File: src/rtl/pipe_hazard_ctrl.sv
// rtl/pipe_hazard_ctrl.sv - five-stage valid/allowin handshake with RAW scoreboard and branch squash
// Optional bypass selection when PIPE_HAZARD_FORWARD_EN is defined.
module pipe_hazard_ctrl (
  input  logic       clk,
  input  logic       reset,
  input  logic       id_src1_en,
  input  logic       id_src2_en,
  input  logic [4:0] id_src1,
  input  logic [4:0] id_src2,
  input  logic       id_gr_we,
  input  logic [4:0] id_dest,
  input  logic       id_is_load,
  input  logic       id_br_taken,
  input  logic       mem_stall_req,
  output logic [4:0] stage_valid,
  output logic [4:0] stage_allowin,
  output logic [4:0] stage_ready_go,
  output logic       pc_we,
  output logic       id_cancel,
  output logic [1:0] fwd_sel1,
  output logic [1:0] fwd_sel2
);

  // Stage bits: 4 IF, 3 ID, 2 EXE, 1 MEM, 0 WB. Scoreboard index: 2 EXE, 1 MEM, 0 WB.
  logic [4:0]      valid_q, valid_d;
  logic [2:0][4:0] dest_q, dest_d;
  logic [2:0]      we_q, we_d;
  logic [2:0]      ld_q, ld_d;

  logic [2:0] match1, match2;
  logic       raw_stall;
  logic [4:0] ready_go, allowin;
  logic       cancel;

  always_comb begin
    for (int s = 0; s < 3; s++) begin
      match1[s] = id_src1_en & (id_src1 != 5'd0) & valid_q[s] & we_q[s] & (dest_q[s] == id_src1);
      match2[s] = id_src2_en & (id_src2 != 5'd0) & valid_q[s] & we_q[s] & (dest_q[s] == id_src2);
    end
  end

`ifdef PIPE_HAZARD_FORWARD_EN
  // Only a load still in EXE cannot be bypassed; youngest producer wins.
  assign raw_stall = valid_q[3] & ld_q[2] & (match1[2] | match2[2]);
  assign fwd_sel1  = match1[2] ? 2'd1 : match1[1] ? 2'd2 : match1[0] ? 2'd3 : 2'd0;
  assign fwd_sel2  = match2[2] ? 2'd1 : match2[1] ? 2'd2 : match2[0] ? 2'd3 : 2'd0;
`else
  assign raw_stall = valid_q[3] & ((|match1) | (|match2));
  assign fwd_sel1  = 2'd0;
  assign fwd_sel2  = 2'd0;
`endif

  assign ready_go   = valid_q & {1'b1, ~raw_stall, 1'b1, ~mem_stall_req, 1'b1};
  assign allowin[0] = 1'b1;
  assign allowin[1] = ~valid_q[1] | (ready_go[1] & allowin[0]);
  assign allowin[2] = ~valid_q[2] | (ready_go[2] & allowin[1]);
  assign allowin[3] = ~valid_q[3] | (ready_go[3] & allowin[2]);
  assign allowin[4] = ~valid_q[4] | (ready_go[4] & allowin[3]);

  // A stalled ID has ready_go low, so a branch is only honoured on its issue cycle.
  assign cancel = valid_q[3] & id_br_taken & ready_go[3] & allowin[2];

  always_comb begin
    valid_d = valid_q;
    dest_d  = dest_q;
    we_d    = we_q;
    ld_d    = ld_q;
    if (allowin[4]) valid_d[4] = 1'b1;
    for (int i = 0; i < 4; i++) begin
      if (allowin[i]) valid_d[i] = valid_q[i+1] & ready_go[i+1];
    end
    if (cancel) valid_d[3] = 1'b0;
    if (allowin[2]) begin
      dest_d[2] = id_dest;
      we_d[2]   = id_gr_we;
      ld_d[2]   = id_is_load;
    end
    for (int s = 0; s < 2; s++) begin
      if (allowin[s]) begin
        dest_d[s] = dest_q[s+1];
        we_d[s]   = we_q[s+1];
        ld_d[s]   = ld_q[s+1];
      end
    end
  end

  always_ff @(posedge clk) begin
    if (reset) begin
      valid_q <= '0;
      dest_q  <= '0;
      we_q    <= '0;
      ld_q    <= '0;
    end else begin
      valid_q <= valid_d;
      dest_q  <= dest_d;
      we_q    <= we_d;
      ld_q    <= ld_d;
    end
  end

  logic unused_ld;
  assign unused_ld = ^ld_q;

  assign stage_valid    = valid_q;
  assign stage_allowin  = allowin;
  assign stage_ready_go = ready_go;
  assign pc_we          = allowin[4];
  assign id_cancel      = cancel;

endmodule

File: config.mk
export PLATFORM = sky130hd
export DESIGN_NAME = pipe_hazard_ctrl
export DESIGN_NICKNAME = d
export VERILOG_FILES = /design/src/rtl/pipe_hazard_ctrl.sv
export SDC_FILE = /design/constraint.sdc
export NUM_CORES = 1
export LEC_CHECK = 0
export CORE_ASPECT_RATIO = 1.2
export CORE_MARGIN = 4
export CORE_UTILIZATION = 61
export DETAILED_ROUTE_END_ITERATION = 8
export DONT_BUFFER_PORTS = 1
export GPL_ROUTABILITY_DRIVEN = 0
export PLACE_DENSITY = 0.75
export SETUP_SLACK_MARGIN = 0.02
export SYNTH_ARGS = -nofsm -noshare
export SYNTH_HDL_FRONTEND = slang
export SYNTH_SLANG_ARGS = --single-unit
File: constraint.sdc
create_clock -name clk -period 3.3 [get_ports clk]
set_clock_uncertainty 0.1 [all_clocks]
set_input_delay 0.825 -clock clk [delete_from_list [all_inputs] [get_ports clk]]
set_output_delay 0.825 -clock clk [all_outputs]
set_load 0.05 [all_outputs]
==> results by group <==
Critical path
  – CP max-delay cell: a31oi_2
  – Crit. End Element: output port
  – Slowest stage delay, CP: 0.46 ns
  – Reg2Reg Depth: 6
  – Critical path data arrival time: 2.25 ns
  – Critical Path Fanout Max: 6
  – Worst Setup Path Type: in -> out
  – Worst EP required: 2.37 ns
  – Crit-path cells: xor2_1 > nor4_1 > nand4_1 > a31oi_2 > o311ai_4 > buf_12
  – Setup crit start kind: input pin

Clocking
  – Clock latency on the worst-skew pair: 0.30 ns
  – # Post-CTS Setup Buffers: 0
  – Clock H-tree levels: 1
  – CTS root buf: clkbuf_4
  – Clk slew on worst S/H paths: 0.13 ns
  – CTS tree: built
  – CTS buffer count: 3
  – Clock Path Buffers: 2
  – Num Clock Sinks: 23
  – Cts hold-fix bufs: 0
  – Post-CTS sizing: 0

Global routing
  – M2 GR Usage: 34.5%
  – Vias in the first global route: 972
  – Met3 Track Usage GR: 4.63%
  – First-pass GRT wire length: 4290 um
  – Antenna violations before repair: 0
  – Largest net degree at the start of global routing: 23
  – Most used routing layer: met2
  – All-Layer GR Usage: 19.3%
  – GR Overflow Total: 0
  – GRT met1 Usage: 22.2%

Die
  – I/O pin cnt: 44
  – Die ar.: 2850 um2
  – Initial Util: 66.2%
  – Core area: 1890 um2
  – Row count: 17
  – Die width: 49.4 um
  – Die Span Y: 57.6 um

Pwr
  – Pleak: 0.572 nW
  – Pwr per Cell Area: 374 nW/um2
  – Comb power frac: 15.4%
  – Design internal power: 363 uW
  – Clock network fraction of design power: 25.2%
  – Sw frac: 28.6%
  – Worst vdd ir: 316 uV
  – Sw Pwr: 146 uW
  – Sequential Power Share: 59.5%

Min path
  – Hold depth: 2
  – Hold WC Path Type: reg -> reg

Job
  – Max Cap Viol: 0

STA
  – Endpoints failing hold: 0
  – Minimum clock period: 3.17 ns
  – Measured slew at the worst slew-check pin: 0.577 ns
  – Setup_tns: 0 ns
  – Crit share post-route: 96.2%
  – Hold WS: 0.398 ns
  – Max Fclk: 315 MHz
  – Max Slew Vio Count: 0
  – RSZ-0062 raised after global routing: no
  – Endpoints failing setup: 0
  – Rel. slew slack: 61.5%

Synth
  – Syn Inst Count: 149
  – Yosys reg bits: 23
  – Cell with the most instances after synthesis: nand2_1
  – Top post-synthesis cells by count: nand2_1, xor2_1, dfxtp_1
  – Cell taking the most area after synthesis: dfxtp_1
  – Yosys cell types: 26
  – Post-synthesis sequential area ratio: 36.8%
  – Leading post-synthesis cells by cell area: dfxtp_1, xor2_1, nand2_1, buf_4, a21oi_1
  – Asr flop ratio synth: 0%
  – Avg Cell Area, Syn: 8.41 um2
  – Mapped Area: 1250 um2
  – Post-synth EDFFs: 0
  – Count of warnings emitted by yosys: 0
  – Top_reg_cell synth: dfxtp_1
  – Synth top area share: 36.8%

Route
  – DRT antenna net count: 0
  – Drt wl/cell: 15.0 um
  – 1st-iter DRT viols: 12
  – Detailed-route DRC error count: 0
  – Drt pass-1 iters: 4
  – Vias per cell: 5.79
  – Vias: 1008
  – WL final: 2610 um

Cells and area
  – N_diodes: 0
  – P&R area growth vs syn: 8.59%
  – Final core occ: 71.8%
  – Final nets: 179
  – Layout cell share with drive strength beyond 1: 14.8%

Placement
  – Detail Placement HPWL: 2160 um
  – IO buf count: 0

Status
  – Outcome: finished clean
==> worst paths after layout <==
check                                from                     endpoint  slack (ns)
setup / recovery               id_src1[4]             stage_allowin[4]        0.13
hold / removal       we_q[1]$_SDFFE_PP0P_         we_q[1]$_SDFFE_PP0P_        0.40
setup reg to reg  dest_q[14]$_SDFFE_PP0P_  stage_valid[2]$_SDFFE_PP0P_        1.30
hold reg to reg      we_q[1]$_SDFFE_PP0P_         we_q[1]$_SDFFE_PP0P_        0.40
==> cell type report <==
type	count	area, um2
inverter	3	11.3
clock buffer	3	22.5
timing repair buffer	12	103
sequential	23	460
fill	154	533
tap	19	23.8
multi-input combinational	113	734
clock inverter	1	5.00
==> per-layer routing <==
| metal | vias up | wire length, um |
|---|---|---|
| li1 | 501 | - |
| met1 | 471 | 1070 |
| met2 | 32 | 1320 |
| met3 | 4 | 180 |
| met4 | 0 | 38 |
| met5 | - | 0 |
==> sequential cells by signal, summed over array words and instances (netlist names) <==
register	count
we_q	3
stage_valid	5
dest_d	5
dest_q	10
==> logic make-up after synthesis <==
logic type             count (synthesis)  synth area share, %
AND/OR/NAND/NOR                       58                 22.9
XOR/XNOR                              30                 21.0
flip-flops                            23                 36.8
AO/OA/AOI/OAI                         20                 11.2
buffers and inverters                 16                 7.59
other                                  2                0.600
==> power by group through the flow <==
stage	Clock [mW]	Combinational, mW	Sequential [mW]
finish	0.128	0.0783	0.302
global route	0.144	0.0854	0.304
CTS	0.131	0.0786	0.303
detailed placement	0	0.0784	0.309
global placement	0	0.0764	0.308
floorplan	0	0.0685	0.314
==> stage by stage <==
step	cell area, um2	setup slack [ns]	total power, mW	std cells
4_1_cts	1360	0.116	0.512	174
2_1_floorplan	1290	-0.208	0.382	152
5_1_grt	1360	0.0661	0.534	174
3_3_place_gp	1330	0.167	0.385	170
6_report	1360	0.125	0.509	174
3_5_place_dp	1330	0.117	0.387	170
==> layout by cell type (no fill, tap or decap), types with 2 or more instances in the layout <==
cell      instances
clkbuf_4          3
nor2b_1           7
xor2_1           24
xnor2_1           6
nand4_1           6
a31oi_2           2
buf_4            11
inv_1             2
or4_1             2
and2_1            2
nor4_1            6
conb_1            5
nand2_1          28
dfxtp_1          23
nor2_1            4
a21oi_1          12
==> critical path, delay by kind of cell <==
kind	cells	cell delay (ns)
AO/OA/AOI/OAI	2	0.61
XOR/XNOR	1	0.14
buffers and inverters	1	0.19
AND/OR/NAND/NOR	2	0.47
Power figures use the tool's default switching activity.
